$ cat config.mk
export PLATFORM = sky130hd
export DESIGN_NAME = conv_layer_scheduler
export DESIGN_NICKNAME = d
export VERILOG_FILES = /design/src/rtl/conv_layer_scheduler_pkg.sv /design/src/rtl/conv_index_counter.sv /design/src/rtl/conv_layer_scheduler.sv
export SDC_FILE = /design/constraint.sdc
export NUM_CORES = 1
export LEC_CHECK = 0
export ABC_AREA = 1
export CAP_MARGIN = 10
export CORE_ASPECT_RATIO = 1.1
export CORE_MARGIN = 4
export CORE_UTILIZATION = 40
export CTS_CLUSTER_DIAMETER = 40
export DETAILED_ROUTE_END_ITERATION = 16
export PLACE_DENSITY = 0.78
export SLEW_MARGIN = 30
export SYNTH_ARGS = -nofsm -noshare
export SYNTH_HDL_FRONTEND = slang
export SYNTH_HIERARCHICAL = 1
export SYNTH_SLANG_ARGS = --single-unit
export TNS_END_PERCENT = 20
$ cat constraint.sdc
create_clock -name clk -period 2.2 [get_ports clk]
set_input_delay 0.55 -clock clk [delete_from_list [all_inputs] [get_ports clk]]
set_output_delay 0.55 -clock clk [all_outputs]
set_load 0.005 [all_outputs]
$ cat src/rtl/conv_layer_scheduler_pkg.sv
// Shared definitions for the convolution layer scheduler: default sizing
// and the scheduler state encoding.
package conv_layer_scheduler_pkg;

    localparam int DEF_NUM_KERNELS       = 2;
    localparam int DEF_NUM_OUT_ROWS      = 3;
    localparam int DEF_KERNEL_ADDR_WIDTH = 1;
    localparam int DEF_ROW_ADDR_WIDTH    = 2;

    typedef enum logic [2:0] {
        ST_IDLE      = 3'd0,
        ST_LOAD_W    = 3'd1,
        ST_LOAD_ROW  = 3'd2,
        ST_START     = 3'd3,
        ST_WAIT_CONV = 3'd4,
        ST_WRITE     = 3'd5,
        ST_DONE      = 3'd6
    } sched_state_t;

    // True for every state that belongs to an in-flight layer.
    function automatic logic state_is_busy(input sched_state_t st);
        return (st != ST_IDLE);
    endfunction

endpackage

$ cat src/rtl/conv_index_counter.sv
// Nested kernel/row counter. The row index runs fastest; when it wraps the
// kernel index advances. On the very last (kernel,row) pair an advance holds
// the indices so the finished layer's last position stays visible.
module conv_index_counter
    import conv_layer_scheduler_pkg::*;
#(
    parameter int NUM_KERNELS       = DEF_NUM_KERNELS,
    parameter int NUM_OUT_ROWS      = DEF_NUM_OUT_ROWS,
    parameter int KERNEL_ADDR_WIDTH = DEF_KERNEL_ADDR_WIDTH,
    parameter int ROW_ADDR_WIDTH    = DEF_ROW_ADDR_WIDTH
) (
    input  logic                         clk,
    input  logic                         rst_n,
    input  logic                         clear,
    input  logic                         advance,
    output logic [KERNEL_ADDR_WIDTH-1:0] kernel,
    output logic [ROW_ADDR_WIDTH-1:0]    row,
    output logic                         kernel_last,
    output logic                         row_last
);

    assign kernel_last = (kernel == KERNEL_ADDR_WIDTH'(NUM_KERNELS - 1));
    assign row_last    = (row == ROW_ADDR_WIDTH'(NUM_OUT_ROWS - 1));

    // Index registers: clear at layer start, step after each written result.
    always_ff @(posedge clk or negedge rst_n) begin
        if (!rst_n) begin
            kernel <= '0;
            row    <= '0;
        end else if (clear) begin
            kernel <= '0;
            row    <= '0;
        end else if (advance) begin
            if (!row_last) begin
                row <= row + ROW_ADDR_WIDTH'(1);
            end else if (!kernel_last) begin
                row    <= '0;
                kernel <= kernel + KERNEL_ADDR_WIDTH'(1);
            end else begin
                row    <= row;
                kernel <= kernel;
            end
        end else begin
            kernel <= kernel;
            row    <= row;
        end
    end

endmodule

$ cat src/rtl/conv_layer_scheduler.sv
// Layer scheduler: walks every (kernel,row) pair of a layer, loading weights
// once per kernel, refilling input rows per output row, kicking the
// convolution engine and handing each result to the output buffer.
// All control outputs are registered from the next state, so no input has a
// combinational path to an output.
module conv_layer_scheduler
    import conv_layer_scheduler_pkg::*;
#(
    parameter int NUM_KERNELS       = DEF_NUM_KERNELS,
    parameter int NUM_OUT_ROWS      = DEF_NUM_OUT_ROWS,
    parameter int KERNEL_ADDR_WIDTH = DEF_KERNEL_ADDR_WIDTH,
    parameter int ROW_ADDR_WIDTH    = DEF_ROW_ADDR_WIDTH
) (
    input  logic                         clk,
    input  logic                         rst_n,
    input  logic                         layer_start,
    output logic                         layer_busy,
    output logic                         layer_done,
    output logic                         weight_load_req,
    input  logic                         weight_load_ack,
    output logic [KERNEL_ADDR_WIDTH-1:0] weight_sel,
    output logic                         row_load_req,
    input  logic                         row_load_ack,
    output logic [ROW_ADDR_WIDTH-1:0]    row_addr,
    output logic                         conv_start,
    input  logic                         conv_done,
    output logic                         result_valid,
    input  logic                         result_rdy
);

    sched_state_t state_r;
    sched_state_t state_next_s;
    logic         cnt_clear_s;
    logic         cnt_advance_s;
    logic         kernel_last_s;
    logic         row_last_s;

    conv_index_counter #(
        .NUM_KERNELS       (NUM_KERNELS),
        .NUM_OUT_ROWS      (NUM_OUT_ROWS),
        .KERNEL_ADDR_WIDTH (KERNEL_ADDR_WIDTH),
        .ROW_ADDR_WIDTH    (ROW_ADDR_WIDTH)
    ) u_index (
        .clk         (clk),
        .rst_n       (rst_n),
        .clear       (cnt_clear_s),
        .advance     (cnt_advance_s),
        .kernel      (weight_sel),
        .row         (row_addr),
        .kernel_last (kernel_last_s),
        .row_last    (row_last_s)
    );

    // Next-state logic; a handshake already high on entry advances at once.
    always_comb begin
        state_next_s  = state_r;
        cnt_clear_s   = 1'b0;
        cnt_advance_s = 1'b0;
        case (state_r)
            ST_IDLE: begin
                if (layer_start) begin
                    state_next_s = ST_LOAD_W;
                    cnt_clear_s  = 1'b1;
                end else begin
                    state_next_s = ST_IDLE;
                end
            end
            ST_LOAD_W: begin
                if (weight_load_ack) begin
                    state_next_s = ST_LOAD_ROW;
                end else begin
                    state_next_s = ST_LOAD_W;
                end
            end
            ST_LOAD_ROW: begin
                if (row_load_ack) begin
                    state_next_s = ST_START;
                end else begin
                    state_next_s = ST_LOAD_ROW;
                end
            end
            ST_START: begin
                state_next_s = ST_WAIT_CONV;
            end
            ST_WAIT_CONV: begin
                if (conv_done) begin
                    state_next_s = ST_WRITE;
                end else begin
                    state_next_s = ST_WAIT_CONV;
                end
            end
            ST_WRITE: begin
                if (result_rdy) begin
                    cnt_advance_s = 1'b1;
                    if (!row_last_s) begin
                        state_next_s = ST_LOAD_ROW;
                    end else if (!kernel_last_s) begin
                        state_next_s = ST_LOAD_W;
                    end else begin
                        state_next_s = ST_DONE;
                    end
                end else begin
                    state_next_s = ST_WRITE;
                end
            end
            ST_DONE: begin
                state_next_s = ST_IDLE;
            end
            default: begin
                state_next_s = ST_IDLE;
            end
        endcase
    end

    // State register and output registers decoded from the upcoming state.
    always_ff @(posedge clk or negedge rst_n) begin
        if (!rst_n) begin
            state_r         <= ST_IDLE;
            layer_busy      <= 1'b0;
            layer_done      <= 1'b0;
            weight_load_req <= 1'b0;
            row_load_req    <= 1'b0;
            conv_start      <= 1'b0;
            result_valid    <= 1'b0;
        end else begin
            state_r         <= state_next_s;
            layer_busy      <= state_is_busy(state_next_s);
            layer_done      <= (state_next_s == ST_DONE);
            weight_load_req <= (state_next_s == ST_LOAD_W);
            row_load_req    <= (state_next_s == ST_LOAD_ROW);
            conv_start      <= (state_next_s == ST_START);
            result_valid    <= (state_next_s == ST_WRITE);
        end
    end

endmodule

; Yosys cells after proc, flatten, opt, wreduce, memory -nomap -nowiden
; Index checks and enable logic that the tools add are counted.
[classes]
n_addsub = 2
eq_ne = 12
reduce_logical = 6
muxes = 20
[ops]
columns = operator, n
row1 = 3-bit case mux with 6 select lines, 1
row2 = 3-bit by 2-bit == test with 1-bit output (second input constant), 4
row3 = 3-bit == test (second input constant), 4
row4 = 1-bit 2-to-1 mux, 11
row5 = 2-bit 2-to-1 mux, 5
row6 = 3-bit 2-to-1 mux, 3
row7 = 3-bit by 1-bit == test with 1-bit output (second input constant), 2
row8 = 2-bit AND reduction, 2
row9 = 2-bit nonzero test, 2
row10 = 3-bit zero test, 1
row11 = 3-bit inequality test (second input constant), 1
row12 = 3-bit nonzero test, 1
row13 = 2-bit by 1-bit adder with 2-bit output (second input constant), 1
row14 = 2-bit == test (second input constant), 1
row15 = 1-bit adder (second input constant), 1
[word_totals]
ff_bits = 12
word_cells = 49
out_inout_bits = 9
in_bits = 7

; Longest topological paths before layout
; Gate-level depths: netlist of the first run.
[depth]
word_depth = 5
ltp_mapped = 10
ltp_nobuf = 10

; Hierarchy
; The synthesis of the first run kept the hierarchy.
[by_module_without_submodules]
columns = module, area_each_um2, n_inst, cells_each
row1 = conv_layer_scheduler, 490.5, 1, 61
row2 = conv_index_counter, 161.4, 1, 20

; Least setup slack after synthesis of the first run
; OpenSTA, ideal clock, no wires.
[synth_timing]
path_kind = in2reg
start = in layer_start
end = reg u_index.row[1]
setup_time_ns = 0.066
arrival_ns = 1.130
path_slack_ns = 1.005
n_path_buf = 0
required_ns = 2.134
cell_stages = 8
cell_sequence = inv_1 -> nor2_1 -> nand2_1 -> inv_1 -> or2_1 -> nand2_1 -> nand2_1 -> nand2_1
[synth_via]
elab_chain_cells = 4
word_cells_on_any_way = 6
classes_between = eq/ne: 1 / mux: 3 / reduce/logical: 2
[synth_lines]
columns = element, line
row1 = "start, declared", conv_layer_scheduler.sv:16  ; input logic layer_start,
row2 = 1-bit 2-to-1 mux *, conv_layer_scheduler.sv:61  ; if (layer_start) begin
row3 = 1-bit 2-to-1 mux *, conv_layer_scheduler.sv:59  ; case (state_r)
row4 = via cnt_clear_s, conv_layer_scheduler.sv:33  ; logic cnt_clear_s;
row5 = 3-bit inequality test (no source line) / 2-bit nonzero test (equally long branches), --
row6 = 2-bit AND reduction (no source line), --
row7 = "end signal, assigned", conv_index_counter.sv:35  ; row <= row + ROW_ADDR_WIDTH'(1);
row8 = "end signal, assigned", conv_index_counter.sv:40  ; row <= row;
row9 = "end signal, assigned", conv_index_counter.sv:45  ; row <= row;
row10 = "end, declared", conv_index_counter.sv:17  ; output logic [ROW_ADDR_WIDTH-1:0] row,
; The timed path passes the listed nets; every way through them passes the cells marked *.
; A chain may end at the register's enable or synchronous reset.

; Worst setup path after layout of the first run
[layout_timing]
start = reg u_index.row[0]
end = out row_addr[0]
[layout_rtl]
columns = element, line
row1 = "end, declared", conv_layer_scheduler.sv:24  ; output logic [ROW_ADDR_WIDTH-1:0] row_addr,
; No word-level cell between the ends.

==> run summary, run 1 <==
The run finished with clean final reports. The placement row count came out at 15. The post-synthesis net count is 88.

Clock tree synthesis selected as its root buffer the cell sky130_fd_sc_hd__clkbuf_4. Setup repair after global routing left no endpoint under its margin. The number of inserted diodes came out at 0. The longest individual stage delay on the worst path came out at 0.53 ns. The synthesized netlist cell count came out at 81. The mean number of vias per cell is 4.81. The share of the cycle needed by the critical path after routing is 81.0%. The layout cell share with drive strength beyond 1 is 18.4%. The register clock-pin slew on the reported worst setup and hold paths is 0.07 ns. The worst register-to-register path has a depth of 6.

Pin placement for this block handled 16 I/O pins. For this run, the number of Yosys warnings is 6. The design draws 931 uW. The area of the die is 0.00234 mm^2.

The kind of cell with the highest combined delay along the critical path is buffers and inverters. The number of nets in the layout came out at 106. In this run, the number of DRC markers left after iteration 0 of detailed routing was 5. The worst path buffer plus inverter count is 1.

The cell area power density came out at 1110 mW/mm^2. The post-route setup TNS is 0 ns. By area the synthesized netlist is led by sky130_fd_sc_hd__dfrtp_1 46%, sky130_fd_sc_hd__nand2_1 9.2%, sky130_fd_sc_hd__inv_1 6.9%. The required time of the critical path came out at 1.65 ns.

The final layout contains routed wiring with a total length of 1220 um. In this run the worst hold path is classified as flop to flop. The worst setup path is captured at an output pin. The later pin in the worst-skew pair is clocked with a latency of 0.27 ns. The sequential area share after synthesis came out at 46.1%. The share of the synthesized area in the top cell type is 46.1%. The count of final hold-check violations is 0. The worst path needs 1.78 ns of the cycle, external delays included. The total overflow left after global routing is 0.

The number of global-route vias before repair was 599. The area of the core is 0.00156 mm^2. Routability-driven placement finished with a final weighted congestion of 0.809. STA classifies the critical path startpoint as a flop.

TritonCTS built the clock tree. The distinct cell type count of the synthesized netlist is 19. Once the floorplan was initialized, standard cells occupied 41.8% of the core.

By startpoint and endpoint, the worst setup path is classified as flop to output pin. The largest individual stage delay along the critical path comes from the cell sky130_fd_sc_hd__clkdlybuf4s50_1. The count of vias placed by the detailed router is 553. Global routing used 13.9% of the available tracks across all layers.

The total half-perimeter wirelength after legalization and detailed placement came out at 970 um. The slew at the pin closest to its max-slew limit is 0.515 ns. The average footprint of a synthesized cell is 8.05 um^2. The data arrival at the endpoint of the critical path is 1.23 ns. The level count of the clock H-tree is 1.

Across the routed clock network, the largest skew measured is 0.00316 ns. sky130_fd_sc_hd__dfrtp_1 takes more of the synthesized area than any other cell. The area growth from synthesis to layout came out at 29.0%. Entering global routing, the biggest net connects 13 pins.

The DRC violation count after routing is 0. For this design, the sink count on the clock tree is 12. The number of antenna violations at the first check in global routing is 0. In this run, CTS created clock tree buffers numbering 3. The leakage power came out at 0.405 nW. Max-cap violations in this run came to 0. After clock tree synthesis, the repair step resized 0 gates. Counting the fill cells in the layout gives 143. The mapped netlist covers 652 um^2. VDD sags by at most 0.555 mV.

The detail-routed net length per standard cell is 10.6 um. The count of nets left with antenna violations after detail routing is 0. The top fanout value on the critical path came out at 4. The number of port buffers came out at 15. The vertical die dimension came out at 50.3 um. The first detailed-routing pass ran for 4 iterations. The hold path depth came out at 2. The first global-routing pass estimated 2330 um of wire. The cell depth of the worst setup path is 1. The number of hold buffers added after CTS was 0. The flop and latch count out of synthesis came out at 12. The count of endpoints failing setup in the final report came out at 0.

The signal on the critical path passes through clkdlybuf4s50_1. For this run, the top clock speed supported by timing is 561 MHz. The clock passes through at most 2 buffers. The worst pin sits at a relative slew slack of 65.6%. After clock tree synthesis, the setup repair step added 0 buffers. The horizontal die dimension is 46.5 um. The number of pins with negative max-slew slack in the final report came out at 0.
[stage by stage]
step / setup slack (ns) / cell area, um^2 / instances / utilization [%] / hold WS (ns)
2_1_floorplan: 1.00 / 652 / 81 / - / 0.254
3_3_place_gp: 0.515 / 805 / 111 / 51.6 / 0.483
3_5_place_dp: 0.432 / 805 / 111 / 51.6 / 0.496
4_1_cts: 0.404 / 841 / 115 / 54.0 / 0.515
5_1_grt: 0.347 / 841 / 115 / 54.0 / 0.567
6_report: 0.418 / 841 / 115 / 54.0 / 0.514
[placed cells by master (no fill, tap or decap)]
| cell | n |
|---|---|
| sky130_fd_sc_hd__nand2_1 | 16 |
| sky130_fd_sc_hd__clkdlybuf4s50_1 | 15 |
| sky130_fd_sc_hd__inv_1 | 12 |
| sky130_fd_sc_hd__nor2_1 | 12 |
| sky130_fd_sc_hd__dfrtp_1 | 12 |
| sky130_fd_sc_hd__nand4_1 | 5 |
| sky130_fd_sc_hd__nand3_1 | 4 |
| sky130_fd_sc_hd__inv_2 | 3 |
| sky130_fd_sc_hd__nor2_4 | 3 |
| sky130_fd_sc_hd__clkbuf_4 | 3 |
| sky130_fd_sc_hd__nand3_2 | 2 |
| sky130_fd_sc_hd__nand2_2 | 2 |
| sky130_fd_sc_hd__o21ai_1 | 2 |
| sky130_fd_sc_hd__a21oi_1 | 1 |
| sky130_fd_sc_hd__nor2_2 | 1 |
| sky130_fd_sc_hd__inv_4 | 1 |
| sky130_fd_sc_hd__o21ai_2 | 1 |
| sky130_fd_sc_hd__nand2_4 | 1 |
| sky130_fd_sc_hd__clkbuf_8 | 1 |
| sky130_fd_sc_hd__or2_1 | 1 |
[report_power, final]
part | leakage, nW | internal, mW | switching (mW)
registers | 0.159 | 0.287 | 0.0632
clock network | 0.0210 | 0.101 | 0.0722
logic | 0.225 | 0.184 | 0.224
total | 0.405 | 0.571 | 0.359
[cell type report]
type / count / area (um^2) / area share [%]
Clock buffer: 4 / 36.3 / 4.32
Multi-Input combinational cell: 51 / 270 / 32.1
Timing Repair Buffer: 15 / 150 / 17.9
Inverter: 16 / 62.6 / 7.44
Sequential cell: 12 / 300 / 35.7
Tap cell: 17 / 21.3 / 2.53
[path summary, 6_finish.rpt]
kind                           startpoint             end  slack (ns)
max in group asynchronous           rst_n    result_valid        1.24
setup / recovery           u_index/row[0]     row_addr[0]        0.42
hold reg to reg            u_index/row[1]  u_index/row[1]        0.51
setup reg to reg               state_r[0]  u_index/row[1]        0.89
min in group asynchronous           rst_n  u_index/kernel        0.61
hold / removal             u_index/row[1]  u_index/row[1]        0.51
[synthesized netlist by cell type]
library cell and number:
sky130_fd_sc_hd__a21oi_1 1, sky130_fd_sc_hd__buf_4 1, sky130_fd_sc_hd__buf_6 1, sky130_fd_sc_hd__dfrtp_1 12, sky130_fd_sc_hd__inv_1 12, sky130_fd_sc_hd__inv_2 3
sky130_fd_sc_hd__inv_4 1, sky130_fd_sc_hd__nand2_1 16, sky130_fd_sc_hd__nand2_2 2, sky130_fd_sc_hd__nand2_4 1, sky130_fd_sc_hd__nand3_1 4, sky130_fd_sc_hd__nand3_2 2
sky130_fd_sc_hd__nand4_1 5, sky130_fd_sc_hd__nor2_1 12, sky130_fd_sc_hd__nor2_2 1, sky130_fd_sc_hd__nor2_4 3, sky130_fd_sc_hd__o21ai_1 2, sky130_fd_sc_hd__o21ai_2 1
sky130_fd_sc_hd__or2_1 1
[state kept, by name (all words and copies together) (netlist names)]
| name | flops |
|---|---|
| state_r | 3 |
| u_index/row | 2 |
| conv_start | 1 |
| layer_busy | 1 |
| layer_done | 1 |
| result_valid | 1 |
| row_load_req | 1 |
| u_index/kernel | 1 |
| weight_load_req | 1 |
[worst min-delay path, stage by stage (launching register included)]
cell                      delay [ns]
sky130_fd_sc_hd__dfrtp_1        0.37
sky130_fd_sc_hd__nand2_1        0.07
sky130_fd_sc_hd__nand2_1        0.05
[kinds of logic after synthesis]
family / share of synthesized area [%]
DFF: 46.1
AOI/OAI and AO/OA: 3.65
buffers and inverters: 12.5
and+or+nand+nor: 37.8
[metal layers]
layer	track usage [%]	wire length (um)	vias to the layer above	share of wire, %
met5	0	0	-	0
met4	7.58	24	0	2.0
met3	4.66	72	3	5.9
met2	22.7	606	14	50
met1	15.3	515	252	42
li1	-	-	284	-
(Power assumes the default switching activity.)
==> run 2: changes to the inputs <==
Settings changed: PLACE_DENSITY 0.78 to 0.8.
Clock period 2.2 ns to 1.6 ns, I/O delays scaled along.
==> run 2 against run 1 <==
Sequential share of layout area down 0.88 points. Flip-flop and latch count did not move. Clock-buffer cell count is the same. Clock power is 43% higher. Highest routed layer unchanged.
==> run summary, run 2 (synthesis gave the netlist of run 1 again) <==
The run finished with clean final reports. The worst IR drop on VDD came out at 0.771 mV (+39%). The number of clock sinks came out at 12 (unchanged).

Ranked by flip-flop count, first place goes to state_r. The count of nets left with antenna violations after detail routing came out at 0 (unchanged). The global-route wire length before repair came out at 2160 um (-7.1%).

The number of primary I/O pins was 16 (unchanged). The normalized max-slew margin is 78.9% (+13 points). The starting DRC count in detailed routing came to 6 (+1). The worst path buffer plus inverter count came out at 1 (unchanged).

The share of the cycle needed by the critical path after routing is 96.8%. The number of global-route vias before repair came out at 530 (-12%). The total of max-cap violations is 0 (unchanged). The clock buffer count from CTS was 3 (unchanged). The critical path's top delay family is buffers and inverters.

The slew at the pin closest to its max-slew limit was 0.316 ns (-0.199 ns). The register clock-pin slew on the reported worst setup and hold paths is 0.08 ns (about the same). The routability congestion estimate came to 0.803 (-0.74%). The final wirelength came to 1240 um (+1.3%). The level count of the clock H-tree came out at 1 (unchanged).

The number of inserted diodes came out at 0 (unchanged). The cell internal power dissipation came to 804 uW (+41%). The library cells used most frequently in the layout, excluding fill and tap cells, are 16 x sky130_fd_sc_hd__nand2_1, 14 x sky130_fd_sc_hd__clkdlybuf4s50_1, 12 x sky130_fd_sc_hd__inv_1, 12 x sky130_fd_sc_hd__nor2_1, 12 x sky130_fd_sc_hd__dfrtp_1. The horizontal die dimension came out at 46.5 um (unchanged). The final period demand of the worst path came out at 1.55 ns.

The count of vias placed by the detailed router is 552 (-0.18%). The area of the die is 0.00234 mm^2 (unchanged). The area of the core is 0.00156 mm^2 (unchanged). The effective utilization at floorplan was 41.8% (unchanged). The area growth from synthesis to layout is 32.2%. The class of the most critical setup path is flop to output pin. The largest net degree at the start of global routing is 13 (unchanged). The TritonCTS clock tree is yes.

The layout cell share with drive strength beyond 1 is 20.8% (+2.4 points). The cell with the biggest individual delay on the critical path is sky130_fd_sc_hd__clkdlybuf4s50_1. The number of antenna violations at the first check in global routing is 0 (unchanged). The worst clock skew on the final layout is 0.00645 ns (+0.00329 ns). The number of port buffers is 15 (unchanged).

The power spent charging and discharging nets came out at 506 uW (+41%). The number of standard cells in the layout, taps in and fillers out is 118 (+2.6%). The worst-skew pair later-pin latency is 0.28 ns (about the same). The portion of total power attributed to sequential cells came out at 36.1% (-1.5 points). The mean number of vias per cell was 4.68 (-2.7%). The data arrival at the endpoint of the critical path came to 1.15 ns (-0.08 ns). The detail-routed net length per standard cell came out at 10.5 um (-1.3%). In the final layout, the registers with the most flip-flops are state_r: 3 flops, u_index/row: 2 flops. The cell area power density was 1520 mW/mm^2 (+37%). The maximum root-to-sink buffer count is 2 (unchanged). The number of flip-flops under the largest register name came out at 3 (unchanged). Walking the worst path, the cells encountered are clkdlybuf4s50_1. The timing-limited maximum frequency is 646 MHz. The combinational group share of total power is 45.0% (+1.2 points). The longest individual stage delay on the worst path came out at 0.51 ns (-0.02 ns). The library cell used most frequently in the layout, excluding fill and tap cells, is sky130_fd_sc_hd__nand2_1.

The DRC violation count after routing was 0 (unchanged). The total half-perimeter wirelength after legalization and detailed placement is 947 um (-2.4%). The cell count after placement is 113 (+1.8%). The post-route setup TNS is 0 ns (unchanged). The count of endpoints failing setup in the final report is 0 (unchanged). The vertical die dimension is 50.3 um (unchanged). The placement row count came out at 15 (unchanged). The residual overflow from global routing is 0 (unchanged). The relative contribution of the clock network to total power came to 18.9% (+0.3 points).

The number of detailed-routing iterations run before antenna repair came out at 4 (unchanged). The count of final hold-check violations was 0 (unchanged). The overall power after layout is 1.31 mW (+41%).

The number of nets in the layout is 109 (+2.8%). The count of hold-fix buffers inserted at cts came out at 0 (unchanged). The cell chosen for the clock root is sky130_fd_sc_hd__clkbuf_4.

The required time of the critical path is 1.20 ns (-0.45 ns). The top fanout value on the critical path is 3 (-1). The worst setup path is captured at an output pin. The switching share of power came out at 38.6% (about the same). The post-layout utilization of the core is 55.3% (+1.4 points). The path class of the tightest hold or removal check is input port to async pin. The number of pins with negative max-slew slack in the final report came out at 0 (unchanged). The number of inserted filler cells in the final layout is 155 (+8.4%). The leakage power came out at 0.425 nW (+5.1%). The critical path startpoint category is a flop. Setup repair after global routing left no endpoint under its margin. The total track usage is 13.5% (-0.40 points).
-- run 2: changes by cell type in the layout (fill, tap and decap cells not counted), sizes merged --
| cell | delta |
|---|---|
| clkdlybuf4s50 | -1 |
| dlygate4sd2 | +1 |
| buf | +3 |
-- run 2: worst paths after layout --
kind	slack, ns	cells past startpoint	end	from
worst min register to register	0.51	2	u_index/row[1]	u_index/row[1]
worst min-delay path	0.40	2	u_index/kernel	rst_n
worst max register to register	0.33	7	u_index/row[1]	state_r[0]
max in group asynchronous	1.04	2	layer_done	rst_n
min in group clk	0.51	2	u_index/row[1]	u_index/row[1]
worst max-delay path	0.05	1	row_addr[1]	u_index/row[1]
-- run 2: what timing repair did --
action / CTS / global route
gates resized for setup: 1 / 0
setup buffers: 1 / 0
setup endpoints to repair: 2 / 0
-- run 2: final cells by class --
type                    instances  area, um^2  share of cell area (%)
clock buffers                   4        36.3                    4.21
well taps                      17        21.3                    2.47
flip-flops and latches         12         300                    34.8
inverters                      16        62.6                    7.26
multi-input cells              51         270                    31.3
repair buffers                 18         171                    19.9
-- run 2: power by group through the flow --
stage / Clock [mW] / Sequential (mW) / Combinational (mW)
after floorplan: 0 / 0.461 / 0.407
after global placement: 0 / 0.486 / 0.554
after detailed placement: 0 / 0.491 / 0.566
after CTS: 0.259 / 0.472 / 0.598
after global routing: 0.274 / 0.483 / 0.662
final: 0.248 / 0.472 / 0.590
-- run 2: metal layers --
metal | wire, um | share of wire (%) | vias to the layer above | track usage [%]
li1 | - | - | 287 | -
met5 | 0 | 0 | - | 0
met4 | 56 | 4.5 | 0 | 12.8
met2 | 598 | 48 | 11 | 19.5
met1 | 509 | 41 | 249 | 14.7
met3 | 70 | 5.7 | 5 | 4.66
-- run 2: through the flow --
step	hold WS, ns	worst slack (ns)	instance area, um^2
after floorplan	0.104	0.492	652
after global placement	0.486	0.0896	820
after detailed placement	0.494	0.0405	820
after CTS	0.398	0.0378	862
after global routing	0.398	0.00942	862
final	0.401	0.0509	862
==> run 3: changes to the inputs <==
Settings changed: CORE_ASPECT_RATIO 1.1 to default, CORE_MARGIN 4 to 2.
==> run 3 against run 2 <==
Total power fell by 0.93%. Critical path type unchanged. Global-route usage rose by 0.66 points. Critical endpoint is now weight_sel. Flip-flop and latch count did not move. Die area fell by 16%. Largest power group unchanged. Cell area rose by 0.29%. Final cell count fell by 0.85%. First-iteration DRC count rose by 100%.
==> run summary, run 3 (synthesis gave the netlist of run 1 again) <==
The flow ran to the end, and the final reports show no timing, DRC or antenna violations. The reg-to-reg endpoint is u_index/row[1]. The number of port buffers is 15 (unchanged). The type of element capturing the critical path is an output pin. The summed area of non-filler cells in the final layout came out at 865 um^2 (+0.29%). The critical path is of the flop to output pin type. The count of final hold-check violations is 0 (unchanged). In this run the critical register-to-register path is launched from state_r[0]. The worst hold margin is 0.473 ns (+0.0720 ns). The largest net degree at the start of global routing came out at 13 (unchanged). The slew at the pin closest to its max-slew limit came out at 0.525 ns (+0.209 ns).

The residual overflow from global routing is 0 (unchanged). The starting DRC count in detailed routing is 12 (+6). The number of nets in the layout came to 109 (unchanged).

The overall power after layout came out at 1.30 mW (-0.93%). The number of primary I/O pins came to 16 (unchanged). The critical path endpoint is weight_sel. The area of the core came to 0.00152 mm^2 (-2.2%). The global-route wire length before repair came out at 2040 um (-5.7%). Setup repair after global routing left no endpoint under its margin. The normalized max-slew margin is 64.9% (-14 points). The worst min-delay path category is input port to async pin. The cell chosen for the clock root is sky130_fd_sc_hd__clkbuf_4. The level count of the clock H-tree is 1 (unchanged). The launching instance or port of the critical path is u_index/kernel.

The post-layout utilization of the core was 56.7% (+1.4 points). The number of inserted diodes came to 0 (unchanged). The worst clock skew on the final layout came out at 0.00215 ns (-0.00430 ns). The register name with the most flops is state_r. The final period demand of the worst path came out at 1.51 ns (-0.0383 ns). The critical path's top delay family is buffers and inverters. The worst IR drop on VDD came out at 0.954 mV (+24%). The area of the die is 0.00197 mm^2 (-16%). The cell count after placement came out at 111 (-1.8%). The total of max-cap violations was 0 (unchanged). TritonCTS built the clock tree.

The library cell used most frequently in the layout, excluding fill and tap cells, is sky130_fd_sc_hd__nand2_1. The cell area power density came out at 1500 mW/mm^2 (-1.2%). The total track usage is 14.2% (+0.66 points). The number of global-route vias before repair is 547 (+3.2%). The top cell types in the final layout, fill and taps aside, are 16 x sky130_fd_sc_hd__nand2_1, 14 x sky130_fd_sc_hd__clkdlybuf4s50_1, 12 x sky130_fd_sc_hd__inv_1, 12 x sky130_fd_sc_hd__nor2_1, 12 x sky130_fd_sc_hd__dfrtp_1. The top fanout value on the critical path is 2 (-1).

The area growth from synthesis to layout came out at 32.6%. The data arrival at the endpoint of the critical path came out at 1.11 ns (-0.04 ns). The number of detailed-routing iterations run before antenna repair is 4 (unchanged).

The total half-perimeter wirelength after legalization and detailed placement is 942 um (-0.48%). The horizontal die dimension is 44.4 um (-4.6%). The final setup slack of the worst path was 0.0892 ns (+0.0383 ns). The final wirelength came out at 1210 um (-1.9%). The count of endpoints failing setup in the final report is 0 (unchanged). The clock buffer count from CTS came out at 3 (unchanged). The number of flip-flops under the largest register name came out at 3 (unchanged). The worst path buffer plus inverter count is 1 (unchanged). The required time of the critical path is 1.20 ns (about the same). The largest registers in the layout are state_r: 3 flops, u_index/row: 2 flops. The timing-limited maximum frequency came out at 662 MHz (+2.5%).

The detail-routed net length per standard cell was 10.4 um (-1.0%). The reg2reg setup slack came out at 0.31 ns (-0.02 ns). The count of hold-fix buffers inserted at cts came to 0 (unchanged). The share of the cycle needed by the critical path after routing was 94.4% (-2.4 points).

The instance area after placement was 811 um^2 (-1.1%). The count of nets left with antenna violations after detail routing came out at 0 (unchanged). The number of antenna violations at the first check in global routing came to 0 (unchanged). The number of clock sinks came out at 12 (unchanged). The routability congestion estimate is 0.829 (+3.3%).

The count of vias placed by the detailed router came out at 562 (+1.8%). The register clock-pin slew on the reported worst setup and hold paths is 0.07 ns (about the same). The post-route setup TNS was 0 ns (unchanged).

The number of pins with negative max-slew slack in the final report came to 0 (unchanged). The placement row count came out at 14 (-1). The worst setup slack after placement came out at 0.0151 ns (-0.0254 ns). The cell with the biggest individual delay on the critical path is sky130_fd_sc_hd__clkdlybuf4s50_1. The mean number of vias per cell is 4.80 (+2.7%). The effective utilization at floorplan is 42.8% (+0.93 points).

The layout cell share with drive strength beyond 1 is 20.8% (unchanged). The cell depth of the worst setup path came to 1 (unchanged). The longest individual stage delay on the worst path was 0.50 ns (about the same).

The cell count of the worst reg-to-reg path is 7 (unchanged). The worst-skew pair later-pin latency came out at 0.27 ns (about the same). The number of standard cells in the layout, taps in and fillers out came out at 117 (-0.85%). The maximum root-to-sink buffer count was 2 (unchanged). The leakage power was 0.439 nW (+3.4%). The signal on the critical path passes through clkdlybuf4s50_1. The vertical die dimension is 44.4 um (-12%).

The worst setup path is launched from a flop. The DRC violation count after routing is 0 (unchanged).
## run 3: cell count changes in the layout (fill, tap and decap cells not counted)
cell	before	now
sky130_fd_sc_hd__dlygate4sd2_1	1	0
sky130_fd_sc_hd__dlymetal6s2s_1	0	1
## run 3: worst min-delay path by stage
stage	slack (ns)	startpoint	end
after CTS	0.49	rst_n	result_valid
after global routing	0.52	rst_n	u_index/row[1]
after floorplan	0.10	rst_n	conv_start
final	0.47	rst_n	u_index/row[1]
after detailed placement	0.53	u_index/row[1]	u_index/row[1]
after global placement	0.49	u_index/row[1]	u_index/row[1]
## run 3: layout make-up
cell class                 count  area [um^2]
fill                         149          659
sequential                    12          300
multi-input combinational     51          270
timing repair buffer          18          175
inverter                      16         62.6
clock buffer                   4         36.3
tap                           16         20.0
## run 3: repair_timing
item                                   CTS  global route
endpoints found under the hold margin    0             0
setup endpoints to repair                1             2
setup buffers                            1             1
resized for setup                        0             1
## run 3: metal layers
metal  part of all wire (%)  up-vias  global-route usage [%]
li1                       -      288                       -
met1                     45      262                    15.6
met2                     51       12                    24.1
met3                    3.7        0                    6.12
met4                      0        0                    5.45
met5                      0        -                       0
## run 3: where the power goes
group / total, mW / internal, mW / switching [mW]
Sequential: 0.471 / 0.395 / 0.0762
Combinational: 0.591 / 0.269 / 0.321
Clock: 0.236 / 0.138 / 0.0979
